<file path="src/rtl/sirali_carpici.sv">
// rtl/sirali_carpici.sv - sequential shift-add multiplier, one partial product per clock, start/busy/done handshake
// Optional feature: define CARPICI_SIGNED_EN for two's-complement operands.
module sirali_carpici #(
   parameter int W     = 3,
   parameter int OUT_W = W
) (
   input  logic             clk,
   input  logic             rst,
   input  logic             en,
   input  logic             start,
   input  logic [W-1:0]     sayi1,
   input  logic [W-1:0]     sayi2,
   output logic [OUT_W-1:0] sonuc,
   output logic             tasma,
   output logic             busy,
   output logic             done
);
   localparam int CW = (W > 1) ? $clog2(W) : 1;

   typedef enum logic [1:0] {IDLE, CALC, DONE} state_t;

   state_t         state, state_nxt;
   logic [W-1:0]   mcand, mplier;
   logic [2*W-1:0] acc, acc_add, prod;
   logic [CW-1:0]  cnt;
   logic           accept, last, ovf;

   assign accept  = start && (state == IDLE || state == DONE);
   assign last    = en && (state == CALC) && (cnt == CW'(W-1));
   assign acc_add = acc + (mplier[cnt] ? ({{W{1'b0}}, mcand} << cnt) : '0);

`ifdef CARPICI_SIGNED_EN
   logic           neg;
   logic [W-1:0]   mag1, mag2;
   logic [2*W-OUT_W:0] top;

   // magnitudes fit W unsigned bits, including the most negative value
   assign mag1 = sayi1[W-1] ? (~sayi1 + 1'b1) : sayi1;
   assign mag2 = sayi2[W-1] ? (~sayi2 + 1'b1) : sayi2;
   assign prod = neg ? (~acc_add + 1'b1) : acc_add;
   assign top  = prod[2*W-1:OUT_W-1];
   assign ovf  = !((&top) || !(|top));
`else
   assign prod = acc_add;
   assign ovf  = (prod >> OUT_W) != '0;
`endif

   always_ff @(posedge clk) begin
      if (rst) state <= IDLE;
      else     state <= state_nxt;
   end

   always_comb begin
      state_nxt = state;
      busy      = 1'b0;
      done      = 1'b0;
      case (state)
         IDLE: if (start) state_nxt = CALC;
         CALC: begin
            busy = 1'b1;
            if (last) state_nxt = DONE;
         end
         DONE: begin
            done      = 1'b1;
            state_nxt = start ? CALC : IDLE;
         end
         default: state_nxt = IDLE;
      endcase
   end

   always_ff @(posedge clk) begin
      if (rst) begin
         mcand  <= '0;
         mplier <= '0;
         acc    <= '0;
         cnt    <= '0;
         sonuc  <= '0;
         tasma  <= 1'b0;
`ifdef CARPICI_SIGNED_EN
         neg    <= 1'b0;
`endif
      end else if (accept) begin
`ifdef CARPICI_SIGNED_EN
         mcand  <= mag1;
         mplier <= mag2;
         neg    <= sayi1[W-1] ^ sayi2[W-1];
`else
         mcand  <= sayi1;
         mplier <= sayi2;
`endif
         acc    <= '0;
         cnt    <= '0;
      end else if (state == CALC && en) begin
         acc <= acc_add;
         cnt <= cnt + 1'b1;
         if (last) begin
            sonuc <= prod[OUT_W-1:0];
            tasma <= ovf;
         end
      end
   end
endmodule

</file>
<file path="config.mk">
export PLATFORM = sky130hd
export DESIGN_NAME = sirali_carpici
export DESIGN_NICKNAME = d
export VERILOG_FILES = /design/src/rtl/sirali_carpici.sv
export SDC_FILE = /design/constraint.sdc
export NUM_CORES = 1
export LEC_CHECK = 0
export ABC_AREA = 1
export CORE_MARGIN = 2
export CORE_UTILIZATION = 45
export DETAILED_ROUTE_END_ITERATION = 10
export PLACE_DENSITY = 0.69
export SYNTH_ARGS = -nofsm -noshare
export SYNTH_HDL_FRONTEND = slang
export SYNTH_SLANG_ARGS = --single-unit
</file>
<file path="constraint.sdc">
create_clock -name clk -period 5.3 [get_ports clk]
set_input_delay 1.06 -clock clk [delete_from_list [all_inputs] [get_ports clk]]
set_output_delay 1.06 -clock clk [all_outputs]
set_load 0.05 [all_outputs]
</file>
After elaboration in Yosys (flattened, before gate mapping) --
Index checks and enable logic that the tools add are counted.
Operators by class: muxes and demuxes 9, shift-type cells 1, reductions and logical operators 9, bitwise logic cells 1, order comparisons 1, eq/ne operators 5, add/subtract/negate cells 2
Operator list (count):
- $add A6 B6 Y6 | 1
- $mux W6 | 1
- $pmux W2 S3 | 1
- $reduce_bool A6 Y1 | 1
- $shl A3 B2 Y6 | 1
- $eq A2 B2 Y1 const B | 2
- $mux W1 | 4
- $mux W2 | 2
- $ne A2 B2 Y1 const B | 2
- $logic_and A1 B1 Y1 | 3
- $lt A2 B3 Y1 const B | 1
- $reduce_and A3 Y1 | 1
- $add A2 B1 Y2 const B | 1
- $bmux W1 S2 | 1
- $eq A2 B1 Y1 const B | 1
- $logic_not A2 Y1 | 1
- $reduce_and A2 Y1 | 1
- $reduce_or A2 Y1 | 1
- $logic_or A1 B1 Y1 | 1
- $not A1 Y1 | 1
Storage, ports and cells: output and inout port bits 6, bits of input ports 10, register bits after elaboration 20, word-level logic and storage cells 35

Logic depth before layout (Yosys ltp) --
word-level depth 5, mapped depth 16, depth with buffers taken out 16

Least setup slack after synthesis --
Ideal clock, no wire load.
path kind register to output, from reg state[0], to out done, arrival time 1.015 ns, required time 4.240 ns, stages on the path, launching flop included 2, slack 3.225 ns, path buffers 0, cell sequence dfxtp_1 -> nor2_1
On the way: cells in the longest elaborated chain, start to end 2
RTL lines:
- from (decl) | line 22 | state_t state, state_nxt;
- from (signal assigned) | line 50 | else state <= state_nxt;
- $eq A2 B2 Y1 | line 57 | case (state)
- $mux W1 | line 57
- to (decl) | line 16 | output logic done
No other way between the ends.

Worst setup path in the final report --
from reg state[0], to out busy
On the way: cells in the longest elaborated chain, start to end 2
RTL lines:
- $eq A2 B1 Y1 | line 57
- $mux W1 | line 57
- to (decl) | line 15 | output logic busy,
No other way between the ends.

==> flow_metrics.env <==
export IMPL_power_uw=337
export IMPL_grt_max_degree=13
export IMPL_fmaxAchievable_ghz=0.360
export IMPL_tns_ns=0
export IMPL_synth_top_area_cell="dfxtp_1"
export IMPL_cts_root_buf="clkbuf_4"
export IMPL_drv_cap=0
export IMPL_cts_tree="done"
export IMPL_io_buffers=15
export IMPL_syn_nets=167
export IMPL_wirelength_um=2260
export IMPL_ys_flop_type="dfxtp_1"
export IMPL_min_period_ns=2.78
export IMPL_yosys_top_cells_area="dfxtp_1 38%, nor2_1 9.9%, nand2_1 9.5%"
export IMPL_synthTopCellsByCount="28 x nor2_1, 27 x nand2_1, 20 x dfxtp_1, 20 x inv_1, 15 x o21ai_0"
export IMPL_cts_hold_buf=0
export IMPL_grt_pass1_vias=905
export IMPL_regArea_um2=400
export IMPL_cts_path_max_buffers=2
export IMPL_grt_first_pass_wirelength_um=3840
export IMPL_drc=0
export IMPL_row_count=17
export IMPL_path_clk_slew_ns=0.12
export IMPL_syn_area_per_cell_um2=7.11
export IMPL_setup_viol=0
export IMPL_rsz0062_at_grt="no"
export IMPL_synthToLayoutAreaGrowth_pct=22.3
export IMPL_rr_startpoint="cnt[0]"
export IMPL_antenna_found_initial=0
export IMPL_chipWidth_um=52.7
export IMPL_num_antenna_cells=0
export IMPL_drt_initial_drc_count=23
export IMPL_nets=187
export IMPL_synth_cell_types=22
export IMPL_p_per_area_nw_per_um2=258
export IMPL_crit_type="reg2out"
export IMPL_wire_per_inst_um=11.5
export IMPL_fin_util=0.584
export IMPL_setup_ws_ns=2.52
export IMPL_num_io_pins=16
export IMPL_ys_async_sr_fraction=0
export IMPL_yosysMostFrequentCell="nor2_1"
export IMPL_r2r_end="tasma"
export IMPL_hpwlAfterDp_um=1750
export IMPL_vias_per_cell=5.00
export IMPL_crit_path_start="state[0]"
export IMPL_ir_drop_mv=0.214
export IMPL_syn_inst=150
export IMPL_arrival_ns=1.72
export IMPL_hold_class="reg2reg"
export IMPL_cts_sinks=20
export IMPL_cellLeakagePower_uw=0.000614
export IMPL_ff2ff_setup_slack_ns=3.16
export IMPL_fin_skew_ns=0.00558
export IMPL_globalplace_congestion=0.819
export IMPL_fin_crit_sh=0.524
export IMPL_critPathMaxFanout=4
export IMPL_die_h_um=52.7
export IMPL_ys_ff_latch=20
export IMPL_instances_no_fill=197
export IMPL_syn_area_um2=1070
export IMPL_reg2reg_depth=11
export IMPL_critPathCaptureType="output port"
export IMPL_start_util=0.477
export IMPL_max_slew_margin_rel=0.669
export IMPL_place_inst=193
export IMPL_grt_use_total=0.190
export IMPL_pre_cts_slack_ns=2.87
export IMPL_post_cts_buffers=0
export IMPL_drtPass1Iterations=4
export IMPL_synth_top_area_frac=0.376
export IMPL_worstMarginPinSlew_ns=0.494
export IMPL_finalMaxSlewViolations=0
export IMPL_postCtsResizedCells=0
export IMPL_via_count=985
export IMPL_fp_coreArea_um2=2230
export IMPL_endpoint="busy"
export IMPL_multi_input_area_um2=583
export IMPL_cts_buffers=3
export IMPL_ant_nets=0
export IMPL_ys_seq_area_frac=0.376
export IMPL_dieArea_um2=2770
export IMPL_cts_htree_levels=1
export IMPL_worstSetupStartpointType="register"
export IMPL_hold_violations=0
export IMPL_status="finished, final reports clean"
export IMPL_synth_edf_count=0
export IMPL_clk_latency_ns=0.31
export IMPL_nFillCells=217
export IMPL_drive_gt1_frac=0.0710
export IMPL_gr_total_overflow=0
export IMPL_cp_data_required_time_ns=4.24
export IMPL_ys_warn_count=0
## stage by stage
stage	cell area, um^2	hold slack (ns)
2_1_floorplan	1070	0.448
3_3_place_gp	1250	0.457
3_5_place_dp	1250	0.463
4_1_cts	1300	0.482
5_1_grt	1300	0.504
6_report	1300	0.479
## worst min path at each step
stage	start	end	slack (ns)	cells past startpoint
floorplan	acc[0]	acc[0]	0.45	2
global placement	acc[0]	acc[0]	0.46	2
detailed placement	acc[0]	acc[0]	0.46	2
CTS	acc[0]	acc[0]	0.48	2
global route	acc[0]	acc[0]	0.50	2
finish	acc[0]	acc[0]	0.48	2
## critical path: stages (launching register included)
cell and delay [ns]:
dfxtp_1 0.45, nand2_1 0.10, inv_1 0.07, clkdlybuf4s50_1 0.79
## cell usage in the layout (no fill, tap or decap)
| cell | instances |
|---|---|
| nor2_4 | 2 |
| clkdlybuf4s50_1 | 15 |
| bufinv_16 | 1 |
| xor2_1 | 1 |
| inv_2 | 2 |
| a211oi_1 | 1 |
| nor2_1 | 28 |
| o21ai_2 | 1 |
| o21bai_1 | 1 |
| a21oi_1 | 9 |
| or2_2 | 1 |
| nand4_1 | 1 |
| o21ai_1 | 1 |
| nand3_4 | 1 |
| dfxtp_1 | 20 |
| ha_1 | 6 |
| o211ai_1 | 2 |
| clkbuf_4 | 3 |
| mux2i_1 | 1 |
| fa_1 | 1 |
| o21ai_0 | 15 |
| nand2_1 | 27 |
| nor2_2 | 1 |
| inv_1 | 20 |
| nand3_1 | 8 |
## power by group
group	internal, uW	switching [uW]
Combinational	19.1	28.2
Clock	76.4	51.1
Sequential	157	5.00
Total	253	84.3
## cell families after synthesis
family                   share of synthesized area
XOR/XNOR                                   0.00822
buffers and inverters                       0.0775
AO/OA/AOI/OAI                                0.154
AND/OR/NAND/NOR                              0.286
adder cells (fa/ha/maj)                     0.0892
flip-flops                                   0.376
multiplexers                               0.00939
## flip-flops by register name, summed over array words and instances (netlist names)
| register | flops |
|---|---|
| acc | 6 |
| cnt | 2 |
| mcand | 3 |
| mplier | 3 |
| sonuc | 3 |
| state | 2 |
| tasma | 1 |
## metal layers
layer | wire, um | up-vias | track usage
met1 | 1110 | 440 | 0.253
met4 | 12 | 0 | 0.0769
met2 | 1050 | 22 | 0.306
met5 | 0 | - | 0
li1 | - | 521 | -
met3 | 86 | 2 | 0.0257
## layout make-up
class | count | share of cell area
Clock buffer | 3 | 0.0173
Clock inverter | 1 | 0.0230
Inverter | 22 | 0.0633
Multi-Input combinational cell | 108 | 0.447
Sequential cell | 20 | 0.307
Tap cell | 28 | 0.0269
Timing Repair Buffer | 15 | 0.115
Note: power is estimated with default switching activity, not from simulation.
